`config.mk`:
```
export PLATFORM = sky130hd
export DESIGN_NAME = sid_filter_seq
export DESIGN_NICKNAME = d
export VERILOG_FILES = /design/src/rtl/sid_filter_seq.sv
export SDC_FILE = /design/constraint.sdc
export NUM_CORES = 1
export LEC_CHECK = 0
export CORE_UTILIZATION = 55
export DETAILED_ROUTE_END_ITERATION = 10
export PLACE_DENSITY = 0.87
export SETUP_SLACK_MARGIN = 0.15
export SLEW_MARGIN = 15
export SYNTH_ARGS = -nofsm -noshare
export SYNTH_HDL_FRONTEND = slang
export SYNTH_SLANG_ARGS = --single-unit
```
`constraint.sdc`:
```
create_clock -name clk -period 6.4 [get_ports clk]
set_input_delay 1.92 -clock clk [delete_from_list [all_inputs] [get_ports clk]]
set_output_delay 1.92 -clock clk [all_outputs]
set_load 0.02 [all_outputs]
```
`src/rtl/sid_filter_seq.sv`:
```
// Sequencer and per-instance state store that time-multiplexes one SID filter
// datapath across N_SID instances, one 8-cycle stage sweep per instance per tick.
module sid_filter_seq #(
  parameter int unsigned N_SID = 2,
  parameter int unsigned SEL_W = (N_SID > 1) ? $clog2(N_SID) : 1
) (
  input  logic                    clk,
  input  logic                    rst_n,
  input  logic                    tick_i,
  input  logic [N_SID-1:0]        clear_i,
  input  logic [47:0]             state_i,
  input  logic [21:0]             audio_i,
  output logic [2:0]              stage_o,
  output logic [SEL_W-1:0]        sel_o,
  output logic [47:0]             state_o,
  output logic                    busy_o,
  output logic                    overrun_o,
  output logic [21:0]             audio_o,
  output logic [SEL_W-1:0]        audio_sel_o,
  output logic                    audio_valid_o,
  output logic [22+SEL_W-1:0]     mix_o,
  output logic                    mix_valid_o
);

  localparam int unsigned AW = 22;
  localparam int unsigned SW = 48;
  localparam int unsigned MW = AW + SEL_W;
  localparam logic [SEL_W-1:0] LAST_SEL = SEL_W'(N_SID - 1);

  typedef enum logic {IDLE, RUN} state_t;

  state_t           state_q, state_d;
  logic [2:0]       stage_d;
  logic [SEL_W-1:0] sel_d;
  logic             wb_c;
  logic             last_c;
  logic [N_SID-1:0] act_c;

  logic [SW-1:0]    slot_q [N_SID];
  logic [N_SID-1:0] pend_q;
  logic [MW-1:0]    acc_q;
  logic             mix_pend_q;

  // State register
  always_ff @(posedge clk or negedge rst_n) begin
    if (!rst_n) state_q <= IDLE;
    else        state_q <= state_d;
  end

  // Next-state, stage/instance stepping and writeback strobe
  always_comb begin
    state_d = state_q;
    stage_d = stage_o;
    sel_d   = sel_o;
    wb_c    = 1'b0;
    last_c  = 1'b0;
    case (state_q)
      IDLE: begin
        if (tick_i) begin
          state_d = RUN;
          stage_d = 3'd1;
          sel_d   = '0;
        end
      end
      RUN: begin
        stage_d = stage_o + 3'd1;
        if (stage_o == 3'd0) begin
          wb_c = 1'b1;
          if (sel_o == LAST_SEL) begin
            last_c  = 1'b1;
            state_d = IDLE;
            stage_d = 3'd0;
            sel_d   = '0;
          end else begin
            stage_d = 3'd1;
            sel_d   = sel_o + SEL_W'(1);
          end
        end
      end
      default: state_d = IDLE;
    endcase
  end

  // One-hot of the instance currently owned by the filter
  always_comb begin
    act_c = '0;
    if (state_q == RUN) begin
      for (int unsigned k = 0; k < N_SID; k++) begin
        act_c[k] = (sel_o == SEL_W'(k));
      end
    end
  end

  assign state_o = slot_q[sel_o];

  // State store: clears on idle slots act at once, on the active slot they replace the writeback
  always_ff @(posedge clk or negedge rst_n) begin
    if (!rst_n) begin
      for (int unsigned k = 0; k < N_SID; k++) slot_q[k] <= '0;
      pend_q <= '0;
    end else begin
      for (int unsigned k = 0; k < N_SID; k++) begin
        if (act_c[k]) begin
          if (wb_c) begin
            slot_q[k] <= (pend_q[k] || clear_i[k]) ? '0 : state_i;
            pend_q[k] <= 1'b0;
          end else if (clear_i[k]) begin
            pend_q[k] <= 1'b1;
          end
        end else if (clear_i[k]) begin
          slot_q[k] <= '0;
        end
      end
    end
  end

  // Sequencer outputs, audio capture and mix accumulation
  always_ff @(posedge clk or negedge rst_n) begin
    if (!rst_n) begin
      stage_o       <= '0;
      sel_o         <= '0;
      busy_o        <= 1'b0;
      overrun_o     <= 1'b0;
      audio_o       <= '0;
      audio_sel_o   <= '0;
      audio_valid_o <= 1'b0;
      acc_q         <= '0;
      mix_pend_q    <= 1'b0;
      mix_o         <= '0;
      mix_valid_o   <= 1'b0;
    end else begin
      stage_o       <= stage_d;
      sel_o         <= sel_d;
      busy_o        <= (state_d == RUN);
      overrun_o     <= tick_i && (state_q == RUN);
      audio_valid_o <= wb_c;
      mix_pend_q    <= last_c;
      mix_valid_o   <= mix_pend_q;
      if (wb_c) begin
        audio_o     <= audio_i;
        audio_sel_o <= sel_o;
        acc_q       <= ((sel_o == '0) ? '0 : acc_q) + {{SEL_W{audio_i[AW-1]}}, audio_i};
      end
      if (mix_pend_q) mix_o <= acc_q;
    end
  end

endmodule

```
==> impl_metrics.tcl <==
set metrics [dict create \
    die_w_um 126 \
    synthesis.area_um2 8410 \
    crit_chain "buf_4, mux2_2, clkdlybuf4s50_1" \
    cts_tree "yes" \
    dieArea_um2 15800 \
    post-dp-hpwl_um 13100 \
    tightest_slew_ps 1110 \
    ys.flop_type "dfrtp_1" \
    path_buf_inv 2 \
    wl_per_cell_um 16.9 \
    worst_r2r_endpoint "acc_q[12]$_DFFE_PN0P_" \
    setup_tns_ps 0 \
    path_depth 3 \
    ff2ff_path_depth 8 \
    slew_headroom_pct 26.0 \
    hold_depth 2 \
    htreeDepth 4 \
    r2r_start "stage_o[0]$_DFFE_PN0P_" \
    crit_type "register to primary output" \
    die_h_um 126 \
    grt_pass1_vias 6736 \
    required_ps 4480 \
    fin_cells 1175 \
    antenna_found_initial 0 \
    vias_per_cell 5.67 \
    grt_use_met2_pct 43.4 \
    ys_seq_area_share_pct 52.4 \
    holdCritPathClass "register to register" \
    met1_usage_pct 32.5 \
    cp-startpoint "sel_o$_DFFE_PN0P_" \
    pin_count 177 \
    antenna_cells 0 \
    io_buffers 176 \
    ys_types 46 \
    p_leak_nw 4.91 \
    vias 6657 \
    cts_root_buf "clkbuf_16" \
    syn_to_final_growth_pct 28.7 \
    avgSynthCellArea_um2 10.2 \
    ir_drop_uv 236 \
    synth_area_leaders "dfrtp_1 (52%), mux2_2 (9.5%), nand2_1 (9.4%)" \
    finalSetupViolCount 0 \
    start_util_pct 57.2 \
    drt_iter0_markers 401 \
    reg2reg_slack_ps 3260 \
    coreArea_um2 14700 \
    ant_nets 0 \
    hp-start "audio_o[16]$_DFFE_PN0P_" \
    critPathSlowestCell "clkdlybuf4s50_1" \
    synth.most_common_cell "nand2_1" \
    syn_nets 928 \
    period_needed_ps 4200 \
    yosys.area.top_type_share_pct 52.4 \
    placed_cell_area_um2 10300 \
    post-route-util_pct 73.6 \
    yosysWarnings 0 \
    synth-edff-count 0 \
    cts_setup_buffers 0 \
    grt_overflow 0 \
    max_stage_delay_ps 560 \
    finClkSkew_ps 9.12 \
    grt_use_met3_pct 7.60 \
    layout-drive-gt1-share_pct 12.0 \
    cts_sinks 176 \
    drv_slew 0 \
    dr.pass1.iters 10 \
    holdBufCountCts 0 \
    final_area_um2 10800 \
    critPathArrivalTime_ps 2280 \
    clkLatencyLatePin_ps 430 \
    fillers 1083 \
    cts_resized 0 \
    track_usage_pct 26.3 \
    synth.largest_area_cell "dfrtp_1" \
    violations "design-rule violations" \
    routed_wl_um 19900 \
    dpl.cell_count 1145 \
    cap_violations 0 \
    synth_seq_cells 176 \
    num-nets-final 1080 \
    synthTopCellsByCount "nand2_1 (210), dfrtp_1 (176), o21ai_0 (80)" \
    hold_viol_final 0 \
    hold_path_end "audio_o[16]$_DFFE_PN0P_" \
    grt_setup_unrepaired "false" \
    grt_max_degree 104 \
    gp_congestion 0.892 \
    grt-busiest-layer "met2" \
    crit_path_start_kind "register" \
    finalCritPeriodShare_pct 65.6 \
    status "finished, violations left" \
    grt_pass1_wl_um 32800 \
    endpoint_kind "primary output" \
    clockBufferDepth 2 \
    syn_inst 828 \
    crit_family "buffers and inverters" \
    p_per_area_nw_per_um2 435 \
    cts_made_buffers 17 \
    timing.fmax_mhz 238 \
    cp_max_fo 42 \
    clk_pin_slew_ps 60 \
    row_count 44 \
    hold_slack_ps 472 \
    postSynth.asyncResetShare_pct 100 \
    drc 11 \
]
==> worst max path at each step <==
stage | to | slack [ps]
floorplan | acc_q[20]$_DFFE_PN0P_ | 2760
global placement | acc_q[17]$_DFFE_PN0P_ | 2010
detailed placement | acc_q[17]$_DFFE_PN0P_ | 1950
CTS | state_o[35] | 2190
global route | state_o[35] | 2130
finish | state_o[21] | 2200
==> through the flow <==
| step | setup slack [ps] | power (W) |
|---|---|---|
| finish | 2200 | 0.00470 |
| global route | 2130 | 0.00499 |
| CTS | 2190 | 0.00474 |
| detailed placement | 1950 | 0.00377 |
| global placement | 2010 | 0.00371 |
| floorplan | 2760 | 0.00297 |
==> layout make-up <==
class / count / area (um2) / share of cell area [%]
multi-input combinational: 589 / 3780 / 34.9
clock inverter: 5 / 30.0 / 0.278
inverter: 11 / 41.3 / 0.382
sequential: 176 / 4410 / 40.7
timing repair buffer: 185 / 1830 / 16.9
tap: 184 / 230 / 2.13
clock buffer: 25 / 505 / 4.67
==> logic make-up (layout without fill, tap and decap cells) <==
family          count (synthesis)  after routing  synth area share [%]
simple gates                  278            278                  14.0
compound gates                195            195                  15.1
flops                         176            176                  52.4
mux                            72             72                  9.63
buf+inv                        63            226                  3.14
fa+ha+maj                      25             25                  3.81
xor+xnor                       19             19                  1.98
==> flip-flops by register name, indices dropped and copies added, names as in the netlist <==
register,flops
acc_q,23
audio_sel_o,1
overrun_o,1
mix_pend_q,1
audio_o,22
mix_valid_o,1
pend_q,2
mix_o,23
stage_o,3
slot_q,96
busy_o,1
sel_o,1
audio_valid_o,1
==> cells in the final DEF (no fill, tap or decap), types with 6 or more instances in the layout <==
master / instances
xnor2_1: 11
buf_4: 9
nand3_1: 7
nor2_1: 16
clkdlybuf4s50_1: 175
and2_1: 22
xor2_1: 8
o211ai_1: 6
dfrtp_1: 175
nand2_1: 210
inv_1: 10
clkbuf_16: 17
a21o_1: 8
a21oi_1: 22
mux2_2: 71
a22o_1: 48
ha_1: 24
o21ai_0: 80
==> per-layer routing <==
| layer | part of all wire, % | vias up |
|---|---|---|
| li1 | - | 3179 |
| met1 | 42 | 3229 |
| met2 | 49 | 213 |
| met3 | 7.0 | 36 |
| met4 | 2.1 | 0 |
| met5 | 0 | - |
==> worst register-to-register path, cell delays in order (launching register included) <==
cell      delay, ps
dfrtp_1         410
inv_1            90
ha_1            210
nand2b_1        170
or2_2           140
buf_4           540
clkinv_1        880
o21ai_0         430
o211ai_1        150
==> report_power, final <==
| part | switching (W) | internal, W |
|---|---|---|
| clock network | 0.000407 | 0.000542 |
| registers | 0.000214 | 0.00145 |
| logic | 0.00117 | 0.000921 |
Note: power is estimated with default switching activity, not from simulation.
